$ cat config.mk
export PLATFORM = sky130hd
export DESIGN_NAME = instr_fetch_buffer
export DESIGN_NICKNAME = d
export VERILOG_FILES = /design/src/rtl/instr_fetch_buffer_pkg.sv /design/src/rtl/instr_fetch_buffer_sync_fifo.sv /design/src/rtl/instr_fetch_buffer.sv
export SDC_FILE = /design/constraint.sdc
export NUM_CORES = 1
export LEC_CHECK = 0
export ABC_CLOCK_PERIOD_IN_PS = 3440
export CORE_MARGIN = 2
export CORE_UTILIZATION = 51
export CTS_CLUSTER_DIAMETER = 150
export DETAILED_ROUTE_END_ITERATION = 10
export GPL_TIMING_DRIVEN = 0
export PLACE_DENSITY = 0.87
export SKIP_LAST_GASP = 1
export SYNTH_ARGS = -nofsm -noshare
export SYNTH_HDL_FRONTEND = slang
export SYNTH_SLANG_ARGS = --single-unit
$ cat constraint.sdc
create_clock -name clk -period 3.44 [get_ports clk]
set_input_delay 0.344 -clock clk [delete_from_list [all_inputs] [get_ports clk]]
set_output_delay 0.344 -clock clk [all_outputs]
set_load 0.02 [all_outputs]
$ cat src/rtl/instr_fetch_buffer_pkg.sv
// Shared types and helpers for the instruction fetch buffer and its FIFOs.
package instr_fetch_buffer_pkg;

    localparam int ADDR_W_DEF = 32;
    localparam int DATA_W_DEF = 32;

    typedef struct packed {
        logic [ADDR_W_DEF-1:0] pc;
        logic [DATA_W_DEF-1:0] instr;
    } fetch_entry_t;

    // Occupancy counters must be able to hold the value DEPTH itself.
    function automatic int cnt_w(input int depth);
        return $clog2(depth) + 1;
    endfunction

endpackage

$ cat src/rtl/instr_fetch_buffer_sync_fifo.sv
// Single-clock FIFO with registered storage; push on full is accepted only
// when a pop frees the head slot in the same cycle.
module sync_fifo
    import instr_fetch_buffer_pkg::*;
#(
    parameter int WIDTH = 32,
    parameter int DEPTH = 4
) (
    input  logic                      clk,
    input  logic                      reset,
    input  logic                      clear,
    input  logic                      push,
    input  logic                      pop,
    input  logic [WIDTH-1:0]          wdata,
    output logic [WIDTH-1:0]          rdata,
    output logic                      full,
    output logic                      empty,
    output logic [cnt_w(DEPTH)-1:0]   count
);

    localparam int PW = $clog2(DEPTH);
    localparam int CW = cnt_w(DEPTH);

    logic [WIDTH-1:0] mem [DEPTH];
    logic [PW-1:0]    wr_ptr;
    logic [PW-1:0]    rd_ptr;
    logic             do_push;
    logic             do_pop;

    assign empty   = (count == '0);
    assign full    = (count == CW'(DEPTH));
    assign do_pop  = pop & ~empty;
    assign do_push = push & (~full | do_pop);
    assign rdata   = mem[rd_ptr];

    always_ff @(posedge clk) begin
        if (reset || clear) begin
            wr_ptr <= '0;
            rd_ptr <= '0;
            count  <= '0;
        end else begin
            if (do_push)
                wr_ptr <= wr_ptr + PW'(1);
            if (do_pop)
                rd_ptr <= rd_ptr + PW'(1);
            count <= count + CW'(do_push) - CW'(do_pop);
        end
    end

    always_ff @(posedge clk) begin
        if (do_push)
            mem[wr_ptr] <= wdata;
    end

endmodule

$ cat src/rtl/instr_fetch_buffer.sv
// Fetch buffer between PC register and decode: issues in-order memory reads under
// a credit limit and queues returned words with their PC; flush drops stale fetches.
module instr_fetch_buffer
    import instr_fetch_buffer_pkg::*;
#(
    parameter int ADDR_W = ADDR_W_DEF,
    parameter int DATA_W = DATA_W_DEF,
    parameter int DEPTH  = 4
) (
    input  logic              clk,
    input  logic              reset,
    input  logic [ADDR_W-1:0] pc,
    input  logic              pc_valid,
    output logic              pc_ready,
    input  logic              flush,
    output logic              mem_req,
    output logic [ADDR_W-1:0] mem_addr,
    input  logic              mem_rvalid,
    input  logic [DATA_W-1:0] mem_rdata,
    output logic              instr_valid,
    output logic [DATA_W-1:0] instr,
    output logic [ADDR_W-1:0] instr_pc,
    input  logic              instr_ready
);

    localparam int CW = cnt_w(DEPTH);
    localparam int EW = ADDR_W + DATA_W;

    logic [CW-1:0]     outstanding;
    logic [CW-1:0]     drop;
    logic [CW-1:0]     tag_count;
    logic [CW-1:0]     buf_count;
    logic [CW:0]       credit_used;
    logic              tag_full;
    logic              tag_empty;
    logic              buf_full;
    logic              buf_empty;
    logic [ADDR_W-1:0] tag_head;
    logic [EW-1:0]     buf_head;
    logic              accept;
    logic              rsp;
    logic              rsp_keep;
    logic              pop;

    // Every in-flight request is guaranteed a buffer slot, so responses never stall.
    assign credit_used = {1'b0, outstanding} + {1'b0, buf_count} + {1'b0, drop};
    assign pc_ready    = ~flush & (credit_used < (CW+1)'(DEPTH));
    assign accept      = pc_valid & pc_ready;
    assign mem_req     = accept;
    assign mem_addr    = pc;

    // A response with nothing outstanding has no tag and is ignored.
    assign rsp      = mem_rvalid & ~tag_empty;
    assign rsp_keep = rsp & (drop == '0);
    assign pop      = instr_valid & instr_ready & ~flush;

    always_ff @(posedge clk) begin
        if (reset) begin
            outstanding <= '0;
            drop        <= '0;
        end else if (flush) begin
            // Everything still owed by memory after this cycle must be discarded.
            outstanding <= '0;
            drop        <= drop + outstanding - CW'(rsp);
        end else begin
            outstanding <= outstanding + CW'(accept) - CW'(rsp_keep);
            drop        <= drop - CW'(rsp & (drop != '0));
        end
    end

    sync_fifo #(.WIDTH(ADDR_W), .DEPTH(DEPTH)) u_tag_q (
        .clk   (clk),
        .reset (reset),
        .clear (1'b0),
        .push  (accept),
        .pop   (rsp),
        .wdata (pc),
        .rdata (tag_head),
        .full  (tag_full),
        .empty (tag_empty),
        .count (tag_count)
    );

    sync_fifo #(.WIDTH(EW), .DEPTH(DEPTH)) u_instr_buf (
        .clk   (clk),
        .reset (reset),
        .clear (flush),
        .push  (rsp_keep),
        .pop   (pop),
        .wdata ({tag_head, mem_rdata}),
        .rdata (buf_head),
        .full  (buf_full),
        .empty (buf_empty),
        .count (buf_count)
    );

    assign instr_valid = ~buf_empty;
    assign instr       = instr_valid ? buf_head[DATA_W-1:0] : '0;
    assign instr_pc    = instr_valid ? buf_head[EW-1 -: ADDR_W] : '0;

    a_no_orphan_rsp: assert property (@(posedge clk) disable iff (reset)
        !(mem_rvalid && outstanding == '0 && drop == '0));

    a_tag_consistent: assert property (@(posedge clk) disable iff (reset)
        ({1'b0, tag_count} == {1'b0, outstanding} + {1'b0, drop}));

    a_no_overflow: assert property (@(posedge clk) disable iff (reset)
        !((accept && tag_full) || (rsp_keep && buf_full && !pop)));

endmodule
==> results.ini, run 1 <==
[drt]
drt-pass1-iter-count=4
antenna_left=0
drc=0
drtIter0Drc=464
wl_per_cell_um=22.5
via_count=7671
wl_um=31500
vias_per_cell=5.48

[logic_synthesis]
synth_area_leader_cell=edfxtp_1
ys_seq_elements=408
synth_cell_types=34
syn_inst=758
syn_area_um2=16000
syn-num-nets=856
seq_area_frac_synth_pct=75.0
ys.warnings.count=0
synthTopCellsByArea=edfxtp_1 (72%), mux4_2 (14%), dfxtp_1 (3.0%)
syn_avg_cell_area_um2=21.1
synth_top_cell_area_share_pct=72.0

[floorplan]
die_w_um=181
dieArea_um2=32800
rows=64
ioPinCount=169
core_area_um2=30700
start_util_pct=52.1
die_h_um=181

[worst_setup_path]
startpoint_type=register
rrSetupSlack_ns=0.21
crit_path_start=outstanding[1]
path_class=register to primary output
crit_required_ns=3.10
arrival_ns=2.98
crit_fanout=3
rr_worst_depth=8
end_kind=primary output
r2r_end=u_tag_q.mem[3][13]
crit_end=pc_ready
r2r-start=outstanding[1]

[finish]
final_cell_mix=edfxtp_1 (384), clkdlybuf4s50_1 (166), mux4_2 (96)
insertedDiodeCount=0
final_common_cell=edfxtp_1
area_growth_pct=22.5
final_cell_area_um2=19600
nets=1072
drive_gt1_share_pct=22.3
utilization_pct=63.8

[cts]
tritoncts=yes
clk_path_buf_depth=3
hold_buffers=0
clk_pin_slew_ns=0.06
htree_levels=2
clock_latency_ns=0.54
cts_root_buf=clkbuf_16
numCtsBuffers=40
cts.sinks=408

[global_route]
grt-ovfl-total=0
grt_usage_pct=19.2
antenna_found_initial=0
grt_pass1_vias=8173
grt_max_degree=35
grt_pass1_wl_um=47300

[placement]
place_ws_ns=-0.226
gp_congestion=0.775
placedInstanceArea_um2=18300
place_hpwl_um=19100
io_buffers=168

[pwr]
peakVddDrop_mv=0.481
p_total_mw=12.9
power.switching_mw=3.24
sequentialPowerShare_pct=48.3
internal_power_mw=9.63
p_leak_nw=6.39
cellPowerDensity_nw_per_um2=657
sw_frac_of_total_pct=25.2
p_clk_share_pct=32.7
comb_power_share_pct=19.0

[sta]
setup_viol=0
hold_viol=0
setup_slack_ns=0.113
slew_headroom_pct=55.2
worst_pin_slew_ns=0.671
fin_crit_sh_pct=96.7
fmax_mhz=301
fin_crit_ns=3.33
drv_slew=0
finClkSkew_ns=0.0298

[run]
max-cap-violations=0

[min_path]
hold_path_class=input pin to register
min_from=mem_rdata[13]

[outcome]
status=finished, final reports clean

-- power groups by stage --
stage / clock (mW) / combinational (mW) / sequential, mW
final: 4.21 / 2.44 / 6.22
after global routing: 4.45 / 2.64 / 6.25
after CTS: 4.27 / 2.42 / 6.23
after detailed placement: 0 / 2.39 / 6.32
after global placement: 0 / 2.26 / 6.31
after floorplan: 0 / 1.53 / 6.27
-- synth_stat cells --
| cell | count |
|---|---|
| a311oi_4 | 1 |
| buf_4 | 33 |
| nand2_1 | 4 |
| ha_1 | 21 |
| a21oi_1 | 2 |
| nor4b_1 | 1 |
| clkbuf_1 | 13 |
| nor2_1 | 20 |
| o311ai_0 | 2 |
| buf_6 | 6 |
| nand2b_1 | 3 |
| mux2_1 | 1 |
| edfxtp_1 | 384 |
| inv_1 | 22 |
| mux2i_1 | 3 |
| buf_2 | 10 |
| dfxtp_1 | 24 |
| xnor2_1 | 8 |
| nand3b_1 | 1 |
| fa_1 | 7 |
| buf_1 | 1 |
| nor2b_1 | 4 |
| nor3b_1 | 1 |
| or2_0 | 1 |
| and2_1 | 75 |
| mux4_2 | 96 |
| or3_1 | 1 |
| nor3_2 | 1 |
| or2_2 | 1 |
| or3_4 | 1 |
| o31ai_1 | 1 |
| xor2_1 | 6 |
| o31ai_4 | 1 |
| a211oi_1 | 2 |
-- stage by stage --
stage,hold WS (ns),TNS (ns),instances
detailed placement,0.503,-27.21,1326
global route,0.451,-0.0318,1401
floorplan,0.443,0,758
finish,0.457,0,1401
CTS,0.435,-26.70,1398
global placement,0.481,-297.10,1322
-- timing repair --
action / 4_1_cts / 5_1_grt
gates resized for setup: 2 / 12
buffers inserted: 0 / 2
hold endpoints to repair: 0 / 0
cloned: 0 / 1
pin swaps: 0 / 4
setup endpoints to repair: 158 / 131
-- worst min-delay path by stage --
stage | endpoint | slack [ns] | depth (start not counted)
after floorplan | u_instr_buf.mem[0][0] | 0.44 | 0
after global placement | u_instr_buf.wr_ptr[1] | 0.48 | 2
after detailed placement | u_instr_buf.wr_ptr[0] | 0.50 | 2
after CTS | u_instr_buf.mem[2][13] | 0.43 | 1
after global routing | u_instr_buf.mem[2][13] | 0.45 | 1
final | u_instr_buf.mem[2][13] | 0.46 | 1
-- logic make-up (layout without fill, tap and decap cells) --
logic type / after synthesis / in the layout / share of synthesized area [%]
AND/OR/NAND/NOR: 114 / 115 / 4.17
XOR/XNOR: 14 / 14 / 0.766
multiplexers: 100 / 100 / 13.8
AO/OA/AOI/OAI: 9 / 9 / 0.610
flip-flops: 408 / 408 / 75.0
buffers and inverters: 85 / 331 / 3.13
adder cells (fa/ha/maj): 28 / 28 / 2.52
-- metal layers --
metal	vias to the layer above	part of all wire, %	global-route usage, %	routed length (um)
met4	0	2.3	5.40	738
met1	3971	40	24.4	12600
li1	3398	-	-	-
met5	-	0	0	0
met3	49	4.8	3.27	1510
met2	253	53	34.3	16700
-- area by class of cell --
type	count	area (um2)
Sequential cell	408	12000
Fill cell	2026	11100
Multi-Input combinational cell	266	3540
Timing Repair Buffer	174	1780
Clock buffer	50	1060
Tap cell	396	495
Buffer	62	414
Clock inverter	23	218
Inverter	22	82.6
-- state kept, by name, summed over array words and instances (netlist names), named ones only --
register / count
drop: 3
outstanding: 3
u_instr_buf.count: 3
u_instr_buf.mem: 256
u_instr_buf.rd_ptr: 2
u_instr_buf.wr_ptr: 2
u_tag_q.count: 3
u_tag_q.mem: 128
u_tag_q.rd_ptr: 2
u_tag_q.wr_ptr: 2
-- worst max-delay path, cell delays in order, from the launching register on --
cell and delay, ns:
dfxtp_2 0.36, inv_1 0.10, fa_1 0.47, or2_2 0.33, fa_1 0.47, xnor2_2 0.20, nor3b_1 0.21, clkdlybuf4s15_1 0.33
Power figures use the tool's default switching activity.
==> run 2, diff against run 1 <==
--- a/config.mk
+++ b/config.mk
@@ -5,7 +5,6 @@
 export SDC_FILE = /design/constraint.sdc
 export NUM_CORES = 1
 export LEC_CHECK = 0
-export ABC_CLOCK_PERIOD_IN_PS = 3440
 export CORE_MARGIN = 2
 export CORE_UTILIZATION = 51
 export CTS_CLUSTER_DIAMETER = 150
==> results of run 2 <==
No change in the layout: final DEF, timing and power equal those of run 1.
==> run 3, diff against run 2 <==
--- a/config.mk
+++ b/config.mk
@@ -5,6 +5,7 @@
 export SDC_FILE = /design/constraint.sdc
 export NUM_CORES = 1
 export LEC_CHECK = 0
+export CORE_ASPECT_RATIO = 1.25
 export CORE_MARGIN = 2
 export CORE_UTILIZATION = 51
 export CTS_CLUSTER_DIAMETER = 150
==> results.ini, run 3 (synthesis gave the netlist of run 1 again) <==
[drt]
wl_met1_um=12200
top_layer=met4
route.met3.wl_um=1450
via_count=7818
wl_um=31400
drt-pass1-iter-count=5
wl_met2_um=16900
vias_per_cell=5.54
wl_per_cell_um=22.3
drc=0
drtIter0Drc=511
antenna_left=0

[pwr]
p_leak_nw=6.43
power.switching_mw=3.20
sequentialPowerShare_pct=47.6
p_clk_share_pct=34.0
comb_power_share_pct=18.4
cellPowerDensity_nw_per_um2=664
sw_frac_of_total_pct=24.5
internal_power_mw=9.87
peakVddDrop_mv=0.517
p_total_mw=13.1

[worst_setup_path]
arrival_ns=2.96
crit_required_ns=3.10
slowest_delay_ns=0.57
path_cells=inv_1 -> fa_1 -> or2_2 -> fa_1 -> nand3b_1 -> nor2_1 -> clkbuf_2
slowest_stage=fa_1
critical_path_buf_inv_count=2
startpoint_type=register
path_class=register to primary output
cp_top_family=adder cells
crit_fanout=3
critical_path.most_common_cell=fa_1
end_kind=primary output

[global_route]
grt_pass1_wl_um=47800
antenna_found_initial=0
grt_usage_pct=19.5
grt-ovfl-total=0
grt_max_degree=38
grt_pass1_vias=8224

[floorplan]
dieArea_um2=32800
start_util_pct=51.8
rows=72
core_area_um2=30900
die_h_um=202
die_w_um=162
ioPinCount=169

[placement]
placedInstanceArea_um2=18300
place_hpwl_um=19300
gp_congestion=0.783
place_ws_ns=-0.296
io_buffers=168

[finish]
area_growth_pct=23.1
regMostFlops=u_instr_buf.mem
drive_gt1_share_pct=22.8
utilization_pct=63.7
final_cell_area_um2=19700
final_common_cell=edfxtp_1
nets=1074
reg_top3=u_instr_buf.mem (256), u_tag_q.mem (128)
insertedDiodeCount=0
largest_reg_flops=256
final_cell_mix=edfxtp_1 (384), clkdlybuf4s50_1 (166), mux4_2 (96)

[sta]
fin_crit_sh_pct=96.0
rsz0062_at_grt=yes
fin_crit_ns=3.30
drv_slew=0
fmax_mhz=303
setup_slack_ns=0.136
slew_headroom_pct=53.6
finClkSkew_ns=0.0354
hold_viol=0
worst_pin_slew_ns=0.696
finalSetupTns_ns=0
setup_viol=0

[cts]
clk_pin_slew_ns=0.06
htree_levels=2
clk_path_buf_depth=3
numCtsBuffers=39
hold_buffers=0
cts_root_buf=clkbuf_16
cts.sinks=408
clock_latency_ns=0.55
tritoncts=yes

[outcome]
status=finished, final reports clean

[min_path]
hold_path_class=input pin to register

[run]
max-cap-violations=0

## run 3: power by group through the flow
stage | clock network, mW | registers (mW) | logic (mW)
floorplan | 0 | 6.27 | 1.53
global placement | 0 | 6.31 | 2.24
detailed placement | 0 | 6.32 | 2.37
CTS | 4.51 | 6.22 | 2.43
global route | 4.67 | 6.25 | 2.63
finish | 4.45 | 6.22 | 2.41
## run 3: through the flow
step | cells | hold WS (ns)
after floorplan | 758 | 0.443
after global placement | 1333 | 0.480
after detailed placement | 1337 | 0.497
after CTS | 1408 | 0.427
after global routing | 1410 | 0.446
final | 1410 | 0.452
## run 3: cell type report
cell class | count | area (um2)
flip-flops and latches | 408 | 12000
fillers | 2021 | 11200
multi-input cells | 269 | 3570
repair buffers | 174 | 1780
clock buffers | 47 | 1030
well taps | 407 | 509
plain buffers | 62 | 414
clock inverters | 21 | 304
inverters | 22 | 82.6
## run 3: path summary, 6_finish.rpt
path                     start               endpoint  slack, ns  cells after the start
min reg2reg  u_tag_q.wr_ptr[1]      u_tag_q.wr_ptr[1]       0.51                      2
max             outstanding[1]                mem_req       0.14                      7
max reg2reg     outstanding[1]     u_tag_q.mem[1][17]       0.18                      8
min               mem_rdata[0]  u_instr_buf.mem[0][0]       0.45                      1
## run 3: layer usage
| metal | vias up | global-route usage (%) |
|---|---|---|
| li1 | 3401 | - |
| met1 | 4104 | 24.3 |
| met2 | 253 | 34.9 |
| met3 | 60 | 3.02 |
| met4 | 0 | 6.61 |
| met5 | - | 0 |
## run 3: what timing repair did
item	4_1_cts	5_1_grt
pin swaps	3	1
setup buffers	0	2
gates resized for setup	14	4
endpoints found under the setup margin	170	32
endpoints found under the hold margin	0	0
gates cloned	4	0
